--- config.mk ---
export PLATFORM = sky130hd
export DESIGN_NAME = pipe_stage_buf
export DESIGN_NICKNAME = d
export VERILOG_FILES = /design/src/rtl/pipe_stage_buf.sv
export SDC_FILE = /design/constraint.sdc
export NUM_CORES = 1
export LEC_CHECK = 0
export CAP_MARGIN = 5
export CORE_AREA = 4 4 245 127
export CTS_CLUSTER_DIAMETER = 50
export DETAILED_ROUTE_END_ITERATION = 10
export DIE_AREA = 0 0 249 131
export GPL_TIMING_DRIVEN = 0
export PLACE_DENSITY = 0.62
export SLEW_MARGIN = 15
export SYNTH_ARGS = -nofsm -noshare
export SYNTH_HDL_FRONTEND = slang
export SYNTH_SLANG_ARGS = --single-unit
--- constraint.sdc ---
create_clock -name clk -period 2.03 [get_ports clk]
set_input_delay 0.406 -clock clk [delete_from_list [all_inputs] [get_ports clk]]
set_output_delay 0.406 -clock clk [all_outputs]
set_load 0.05 [all_outputs]
--- src/rtl/pipe_stage_buf.sv ---
// pipe_stage_buf: pipeline stage register with a valid/ready handshake.
// It has a 2-entry skid buffer so that in_ready comes straight from a flop.
// It carries an opaque payload and a control bundle between two pipeline
// stages, and supports stall and flush.
//
// Ports:
//   clk, reset_n          rising-edge clock, asynchronous active-low reset
//   in_valid/in_ready     upstream handshake (in_ready registered)
//   in_data, in_ctrl      upstream payload / control bundle
//   out_valid/out_ready   downstream handshake (out_valid registered)
//   out_data, out_ctrl    head entry; out_ctrl is 0 whenever out_valid is 0
//   stall                 hold contents and block output transfer
//   flush                 kill all entries (ctrl cleared, data held)
//   occupancy             number of entries held (0..2)
//   stall_cnt, flush_cnt  perf counters, present only with STAGE_PERF_CNT_EN
//
// Optional feature macro: STAGE_PERF_CNT_EN (adds saturating perf counters).
module pipe_stage_buf #(
  parameter int unsigned DATA_W = 96,
  parameter int unsigned CTRL_W = 32
`ifdef STAGE_PERF_CNT_EN
  , parameter int unsigned CNT_W = 16
`endif
) (
  input  logic              clk,
  input  logic              reset_n,
  input  logic              in_valid,
  output logic              in_ready,
  input  logic [DATA_W-1:0] in_data,
  input  logic [CTRL_W-1:0] in_ctrl,
  output logic              out_valid,
  input  logic              out_ready,
  output logic [DATA_W-1:0] out_data,
  output logic [CTRL_W-1:0] out_ctrl,
  input  logic              stall,
  input  logic              flush,
  output logic [1:0]        occupancy
`ifdef STAGE_PERF_CNT_EN
  , output logic [CNT_W-1:0] stall_cnt
  , output logic [CNT_W-1:0] flush_cnt
`endif
);

  typedef enum logic [1:0] {
    EMPTY = 2'd0,
    ONE   = 2'd1,
    TWO   = 2'd2
  } state_t;

  state_t            state;
  logic [DATA_W-1:0] skid_data;
  logic [CTRL_W-1:0] skid_ctrl;
  logic              acc;
  logic              take;

  // Both qualifiers use only registered handshake outputs, so there is no
  // combinational path from the inputs to in_ready or out_valid.
  always_comb begin
    acc  = in_valid & in_ready & ~flush;
    take = out_valid & out_ready & ~stall & ~flush;
  end

  // out_data/out_ctrl are the main register itself. A bubble clears the
  // control bundle (all-zero = nop) and leaves the payload untouched.
  always_ff @(posedge clk or negedge reset_n) begin
    if (!reset_n) begin
      state     <= EMPTY;
      out_data  <= '0;
      out_ctrl  <= '0;
      skid_data <= '0;
      skid_ctrl <= '0;
      out_valid <= 1'b0;
      in_ready  <= 1'b1;
      occupancy <= 2'd0;
    end else if (flush) begin
      state     <= EMPTY;
      out_ctrl  <= '0;
      skid_ctrl <= '0;
      out_valid <= 1'b0;
      in_ready  <= 1'b1;
      occupancy <= 2'd0;
    end else begin
      unique case (state)
        EMPTY: begin
          if (acc) begin
            state     <= ONE;
            out_data  <= in_data;
            out_ctrl  <= in_ctrl;
            out_valid <= 1'b1;
            occupancy <= 2'd1;
          end
        end
        ONE: begin
          if (acc && take) begin
            out_data <= in_data;
            out_ctrl <= in_ctrl;
          end else if (acc) begin
            // The head is still waiting, so the new entry parks behind it.
            state     <= TWO;
            skid_data <= in_data;
            skid_ctrl <= in_ctrl;
            in_ready  <= 1'b0;
            occupancy <= 2'd2;
          end else if (take) begin
            state     <= EMPTY;
            out_ctrl  <= '0;
            out_valid <= 1'b0;
            occupancy <= 2'd0;
          end
        end
        TWO: begin
          // in_ready is 0 here, so nothing can be accepted in this state.
          if (take) begin
            state     <= ONE;
            out_data  <= skid_data;
            out_ctrl  <= skid_ctrl;
            skid_ctrl <= '0;
            in_ready  <= 1'b1;
            occupancy <= 2'd1;
          end
        end
        default: begin
          state     <= EMPTY;
          out_ctrl  <= '0;
          skid_ctrl <= '0;
          out_valid <= 1'b0;
          in_ready  <= 1'b1;
          occupancy <= 2'd0;
        end
      endcase
    end
  end

`ifdef STAGE_PERF_CNT_EN
  logic [CNT_W:0] stall_sum;
  logic [CNT_W:0] flush_sum;

  always_comb begin
    stall_sum = {1'b0, stall_cnt} + (CNT_W+1)'(1);
    flush_sum = {1'b0, flush_cnt} + (CNT_W+1)'(occupancy);
  end

  // Both counters stick at all-ones instead of wrapping.
  always_ff @(posedge clk or negedge reset_n) begin
    if (!reset_n) begin
      stall_cnt <= '0;
      flush_cnt <= '0;
    end else begin
      if (stall && out_valid)
        stall_cnt <= stall_sum[CNT_W] ? '1 : stall_sum[CNT_W-1:0];
      if (flush)
        flush_cnt <= flush_sum[CNT_W] ? '1 : flush_sum[CNT_W-1:0];
    end
  end
`endif

endmodule

; Word-level counts from Yosys, hierarchy flattened
; Cells that the tools add are included.
[word_totals]
out_inout_bits = 132
in_bits = 134
ff_bits = 260
[op_classes]
n_eq_ne = 16
n_bitwise = 8
muxes = 32
n_reduce_logical = 9
[op_table]
columns = operator, count
row1 = $mux W96, 3
row2 = $pmux W96 S3, 1
row3 = $mux W32, 8
row4 = $pmux W32 S3, 2
row5 = $ne A3 B3 Y1 const B, 6
row6 = $reduce_and A4 Y1, 4
row7 = $mux W2, 6
row8 = $ne A4 B4 Y1 const B, 3
row9 = $ne A2 B2 Y1 const B, 5
row10 = $reduce_and A5 Y1, 2
row11 = $mux W1, 9
row12 = $pmux W1 S3, 2
row13 = $pmux W2 S3, 1
row14 = $and A1 B1 Y1, 5
row15 = $not A1 Y1, 3
row16 = $reduce_bool A3 Y1, 1
row17 = $eq A2 B1 Y1 const B, 1
row18 = $eq A2 B2 Y1 const B, 1
row19 = $logic_not A2 Y1, 1
row20 = $logic_and A1 B1 Y1, 1

; Depth between registers and ports, before layout
[depth]
ltp_word = 8
depth_mapped = 7

; Worst setup path before layout
; No wires, ideal clock.
[synth_timing]
kind = register to register
start = register state[0]
end = register out_data[70]
path_buffers = 3
period_less_slack_ps = 2207
setup_slack_ps = -177
stages_incl_launch_ff = 7
arrival_time_ps = 2080
cell_sequence = dfrtp_1 -> nand2b_1 -> clkbuf_1 -> buf_2 -> buf_2 -> mux2_2 -> mux2_1
[synth_between]
elab_chain_cells = 3
word_cells_on_any_way = 9
cone_classes = eq/ne (5) / mux (1) / reduce/logical (3)
[synth_rtl]
columns = item, line
row1 = start: declaration, 50  ; state_t state;
row2 = start signal: assignment, 67  ; state <= EMPTY;
row3 = start signal: assignment, 76  ; state <= EMPTY;
row4 = start signal: assignment, 86  ; state <= ONE;
row5 = "$eq A2 B1 Y1, or another cell as far along", 83  ; unique case (state)
row6 = $ne A2 B2 Y1 (no line) / $reduce_bool A3 Y1 (equally long branches), n/a
row7 = $reduce_and A5 Y1 (no line), n/a
row8 = end signal: assignment, 87  ; out_data <= in_data;
row9 = end signal: assignment, 95  ; out_data <= in_data;
row10 = end signal: assignment, 115  ; out_data <= skid_data;
row11 = end: declaration, 33  ; output logic [DATA_W-1:0] out_data,
; Parallel ways exist; a longest one is shown, timed or not.
; A chain may end at the register's enable or synchronous reset.

; Final worst setup path
[layout_timing]
start = register out_valid
end = register out_data[50]
[layout_between]
elab_chain_cells = 6
word_cells_on_any_way = 7
cone_classes = eq/ne (2) / bitwise (3) / reduce/logical (2)
[layout_rtl]
columns = item, line
row1 = start: declaration, 31  ; output logic out_valid,
row2 = start signal: assignment, 72  ; out_valid <= 1'b0;
row3 = start signal: assignment, 79  ; out_valid <= 1'b0;
row4 = start signal: assignment, 89  ; out_valid <= 1'b1;
row5 = $and A1 B1 Y1 (*) (3 in a row), 60  ; take = out_valid & out_ready & ~stall & ~flush;
row6 = $logic_and A1 B1 Y1, 94  ; if (acc && take) begin
row7 = $ne A2 B2 Y1 (no line), n/a
row8 = $reduce_and A5 Y1 (no line) (*), n/a
; Every way passes the cells marked *; elsewhere a longest branch is shown, timed or not.

==> metrics.csv <==
metric,value,unit
ys_seq_area_share,56.7,%
reg2reg_from,out_valid,
p_seq_share,40.0,%
status,"finished, final reports clean",
cts_root_buf,clkbuf_16,
finalHoldViolCount,0,
p_leak,0.00693,µW
ys_warn_count,0,
die_w,249,µm
cts_buffers,25,
crit_chain,and3b_2 > a21o_4 > a21oi_4 > buf_12 > buf_2 > mux2_2,
ir_worst_vdd,0.619,mV
grt_pass1_wl,45900,µm
p_int,12000,µW
clockPowerShare,25.4,%
multi_input_area,4690,µm²
synth_top_area_cell,dfrtp_1,
slowest_stage,dfrtp_2,
grt_pass1_vias,8066,
synthesis.area,11500,µm²
layout-drive-gt1-share,33.8,%
vias_per_cell,5.05,
grt_usage,17.6,%
place_area,14700,µm²
synthCells,765,
clock_path_buffers,3,
fin_nets,1203,
synth_top_area_share,56.5,%
num_rows,44,
critPathArrivalTime,2.38,ns
drc_errors,0,
crit_start,out_valid,
skew,0.0118,ns
synthArstFlopShare,100,%
stdcell_area,15600,µm²
drtPass1Iterations,4,
critPathCaptureType,register,
worst_slack,0.0653,ns
ys_top_cells_by_area,"dfrtp_1 (57%), mux2_2 (24%), a22o_1 (4.9%)",
powerDensity,1200,nW/µm²
drt-total-wl,29600,µm
rr_endpoint,out_data[50],
syn-num-nets,899,
setup_tns,0,ns
ant_nets,0,
synth_seq_cells,260,
p_switching,6800,µW
start_util,39.8,%
place_ws,-0.727,ns
fillers,2450,
top_level_ports,266,
grt_overflow_total,0,
rsz0062_at_grt,true,
regArea,6510,µm²
synth_edf_count,0,
die_area,32600,µm²
regToRegSetupSlack,0.07,ns
port_buffers,264,
finalSetupViolCount,0,
cp-endpoint,out_data[50],
clk_pin_slew,0.06,ns
drtIter0Drc,278,
globalplace.congestion,0.757,
clock_sinks,260,
critPathMaxFanout,10,
p_comb_share,34.6,%
min_period,1.96,ns
maxCapViolations,0,
antenna_found_initial,1,
path_class,reg2reg,
die_y,131,µm
reg2regPathDepth,6,
worst_pin_slew,0.659,ns
fin_crit_sh,96.8,%
htree_levels,1,
synth-main-ff-cell,dfrtp_1,
start_kind,register,
clock_latency,0.54,ns
slowest_delay,0.41,ns
holdCritPathClass,in2reg,
dp_hpwl,21300,µm
vias,7460,
placedCellCount,1422,
area_growth,36.1,%
cp.required,2.45,ns
wl_per_cell,20.1,µm
instances_no_fill,1477,
syn_avg_cell_area,15.0,µm²
grt_max_degree,105,
core_region_area,28800,µm²
cts_tree,built,
fmax,509,MHz
swShare,36.2,%
slew_headroom,56.1,%
drv_slew,0,
synth_cell_type_count,30,
power groups by stage:
stage	Combinational, µW	Sequential, µW	Clock, µW
after floorplan	1990	10000	0
after global placement	6870	7590	0
after detailed placement	7000	7660	0
after CTS	6570	7540	4950
after global routing	6850	7720	5150
final	6500	7520	4770
registers in the layout (all words and copies together), names as in the netlist:
signal and cells:
skid_data 96, state 2, out_valid 1, skid_ctrl 32
out_ctrl 32, out_data 96, in_ready 1
synthesized netlist by cell type (2+ instances only):
master,count
o21bai_1,2
mux2_2,248
mux2_1,40
and3b_1,2
buf_4,11
nand2_1,3
buf_2,22
buf_6,5
nor3_1,2
o2bb2ai_1,32
mux2i_1,32
a21oi_1,4
nand3_1,2
nand2b_1,4
clkbuf_1,18
nand3b_1,3
dfrtp_1,259
a22o_1,64
through the flow:
step / utilization, % / total power (µW) / hold slack [ns]
finish: 54.2 / 18800 / 0.302
global route: 54.2 / 19700 / 0.340
CTS: 53.8 / 19100 / 0.234
detailed placement: 50.9 / 14700 / 0.366
global placement: 50.7 / 14500 / 0.477
floorplan: - / 12000 / 0.110
area by class of cell:
| cell class | instances | share of cell area [%] |
|---|---|---|
| repair buffers | 279 | 17.0 |
| inverters | 1 | 0.0241 |
| clock buffers | 36 | 4.79 |
| plain buffers | 55 | 2.69 |
| multi-input cells | 447 | 30.0 |
| well taps | 391 | 3.14 |
| diodes | 2 | 0.0321 |
| clock inverters | 6 | 0.537 |
| flip-flops and latches | 260 | 41.7 |
what timing repair did:
item / 4_1_cts / 5_1_grt
endpoints found under the hold margin: 57 / 0
setup buffers: 6 / 5
gates resized for setup: 168 / 19
hold buffers: 1 / 0
cloned: 1 / 0
endpoints found under the setup margin: 325 / 213
pin swaps: 1 / 3
metal layers:
| metal | up-vias | track usage (%) | routed length (µm) |
|---|---|---|---|
| li1 | 3462 | - | - |
| met2 | 92 | 33.2 | 15800 |
| met1 | 3879 | 21.5 | 12500 |
| met4 | 0 | 3.72 | 425 |
| met3 | 27 | 3.16 | 843 |
| met5 | - | 0 | 0 |
kinds of logic (layout without fill, tap and decap cells):
logic type / count (synthesis) / after routing / share of synthesized area [%]
AOI/OAI and AO/OA: 108 / 108 / 8.31
buffers and inverters: 58 / 377 / 2.83
DFF: 260 / 260 / 56.7
muxes: 320 / 320 / 31.1
other: 0 / 2 / 0
and+or+nand+nor: 19 / 19 / 1.04
cell usage in the layout, fill, tap and decap left out, types with 7 or more instances in the layout:
cell type	Yosys	routed
buf_2	22	10
buf_4	11	23
clkdlybuf4s50_1	0	131
o2bb2ai_1	32	32
clkbuf_2	0	11
clkbuf_16	0	25
mux2i_1	32	32
clkbuf_1	18	9
buf_6	5	7
dlygate4sd2_1	0	131
clkbuf_8	0	8
mux2_2	248	248
dfrtp_1	259	256
a22o_1	64	64
mux2_1	40	40
worst min-delay path by stage:
stage | startpoint | end | cells after the start
floorplan | reset_n | out_ctrl[0] | 0
global placement | out_data[68] | out_data[68] | 1
detailed placement | reset_n | out_data[45] | 1
CTS | flush | state[0] | 2
global route | flush | state[0] | 2
finish | flush | state[0] | 2
worst max-delay path, delay by kind of cell (launching register included):
kind	cells	cell delay (ns)
AO/OA/AOI/OAI	2	0.42
buffers and inverters	2	0.40
flip-flops	1	0.41
multiplexers	1	0.37
AND/OR/NAND/NOR	1	0.24
Power figures use the tool's default switching activity.
==> RTL edit: new RTL, same settings <==
The option `STAGE_PERF_CNT_EN` is turned on by a define.
--- a/src/rtl/pipe_stage_buf.sv
+++ b/src/rtl/pipe_stage_buf.sv
@@ -15,6 +15,8 @@
 //   stall_cnt, flush_cnt  perf counters, present only with STAGE_PERF_CNT_EN
 //
 // Optional feature macro: STAGE_PERF_CNT_EN (adds saturating perf counters).
+`define STAGE_PERF_CNT_EN
+
 module pipe_stage_buf #(
   parameter int unsigned DATA_W = 96,
   parameter int unsigned CTRL_W = 32
Behaviour (old outputs only; new: flush_cnt and stall_cnt): no difference found for any inputs over 4 cycles, from zero or initial values and one cycle with reset_n low; that may be too few to reach the edited logic, so the function may still have changed.
==> RTL edit against the original RTL <==
The flow now finishes with violations (negative setup slack); count of clock-buffer cells in the layout increased by 2; worst setup slack got worse by 0.070 ns; sequential cell count increased by 32; synthesized cell count increased by 37%; final cell count increased by 23%; largest cell class unchanged; wire length increased by 26%; highest routed layer unchanged; power increased by 20%; synthesized area increased by 11%; final area increased by 15%.
==> RTL edit: results (changes against the original RTL) <==
| Metric | Value |
|---|---|
| Final setup violating endpoints | 1 (+1) |
| Hold path depth | 3 (+1) |
| Post-synth cell types | 44 (+47%) |
| Global-route wire length before repair | 56600 um (+23%) |
| Terminus of the critical flop-to-flop path | flush_cnt[12] |
| Hold slack | 0.392 ns (+0.0892 ns) |
| Vias in the first global route | 9946 (+23%) |
| Met3 usage | 0.0350 (+0.00336) |
| Post-synthesis mux area share | 0.187 (-0.124) |
| Fin Clk Skew | 0.0203 ns (+0.00849 ns) |
| Final TNS setup | -0.00438 ns (-0.00438 ns) |
| Leakage power | 8.54 nW (+23%) |
| Port Buffers | 296 (+12%) |
| Via count | 9772 (+31%) |
| Synth Area in Compound Gates | 0.121 (+0.0379) |
| Worst setup margin | -0.00438 ns (-0.0697 ns) |
| Post-synth top cells | dfrtp_1, mux2i_1, nor2_1 |
| Reg2reg start | flush_cnt[0] |
| Status | complete, but fails checks |
| CP max FO | 3 (-7) |
| Hold Path Sink | skid_ctrl[31] |
| Dpl hpwl | 25600 um (+20%) |
| Total track usage | 0.216 (+0.0400) |
| Final Non-Filler Cells | 1820 (+23%) |
| Failing checks | negative setup slack |
| Syn_nets | 1189 (+32%) |
| Synth area leaders | dfrtp_1, mux2i_1, mux2_2 |
| Xor-xnor portion of the synthesized cell area | 0.0103 (+0.0103) |
| Placed Cells | 1740 (+22%) |
| Total wire length | 37200 um (+26%) |
==> RTL edit: changes by cell type after synthesis, moves of 8 or more <==
cell,delta
nand4_1,+11
xnor2_1,+12
mux2_1,-40
o21ai_0,+8
mux2_2,-150
nor2_1,+112
nand3_1,+9
nand2_1,+26
inv_1,+10
dfrtp_1,+32
nor4_1,+8
buf_2,+12
a21oi_1,+107
mux2i_1,+96
==> RTL edit: what timing repair did <==
action,in CTS,in global routing
hold endpoints to repair,98,0
hold buffers,1,0
pin swaps,5,8
endpoints found under the setup margin,423,269
setup buffers,10,7
gates cloned,1,8
resized for setup,211,134
==> RTL edit: how the worst max path moves through the flow <==
stage                  from             to  slack, ns  cells past startpoint
2_1_floorplan      state[0]  flush_cnt[12]      -0.20                      7
3_3_place_gp        reset_n   flush_cnt[6]     -13.20                      1
3_5_place_dp          stall  skid_data[73]      -1.03                      7
4_1_cts            state[1]  skid_data[72]      -0.01                      7
5_1_grt            state[0]  flush_cnt[12]      -0.09                      7
6_report       flush_cnt[0]  flush_cnt[12]     -0.004                      7
==> RTL edit: kinds of logic after synthesis <==
group | after synthesis
fa+ha+maj | 4
compound gates | 229
buf+inv | 83
mux | 226
xor+xnor | 15
flops | 292
simple gates | 202
==> RTL edit: cell type report <==
cell class	instances	area, um2
Timing Repair Buffer	325	3180
Tap cell	391	489
Inverter	11	43.8
Multi-Input combinational cell	676	5340
Clock buffer	38	797
Sequential cell	292	7320
Buffer	70	587
Fill cell	2447	10900
Antenna cell	5	12.5
Clock inverter	12	118
==> RTL edit: report_power, final <==
part           total [mW]  switching (mW)  internal (mW)  leakage [nW]
registers            8.74            1.10           7.63          3.55
clock network        5.29            2.29           3.00         0.462
logic                8.45            5.55           2.91          4.52
total                22.5            8.95           13.5          8.54
==> RTL edit: critical path, cell delays in order, from the launching register on <==
cell      delay, ns
dfrtp_2        0.42
ha_4           0.16
inv_2          0.04
fa_2           0.34
nand3b_1       0.23
nor3_2         0.23
and3_4         0.22
mux2_4         0.29
==> RTL edit: per-layer routing <==
layer,wire (um),vias up,share of wire
met1,16200,5013,0.44
met2,18800,194,0.51
met5,0,-,0
li1,-,4513,-
met3,1270,52,0.034
met4,939,0,0.025
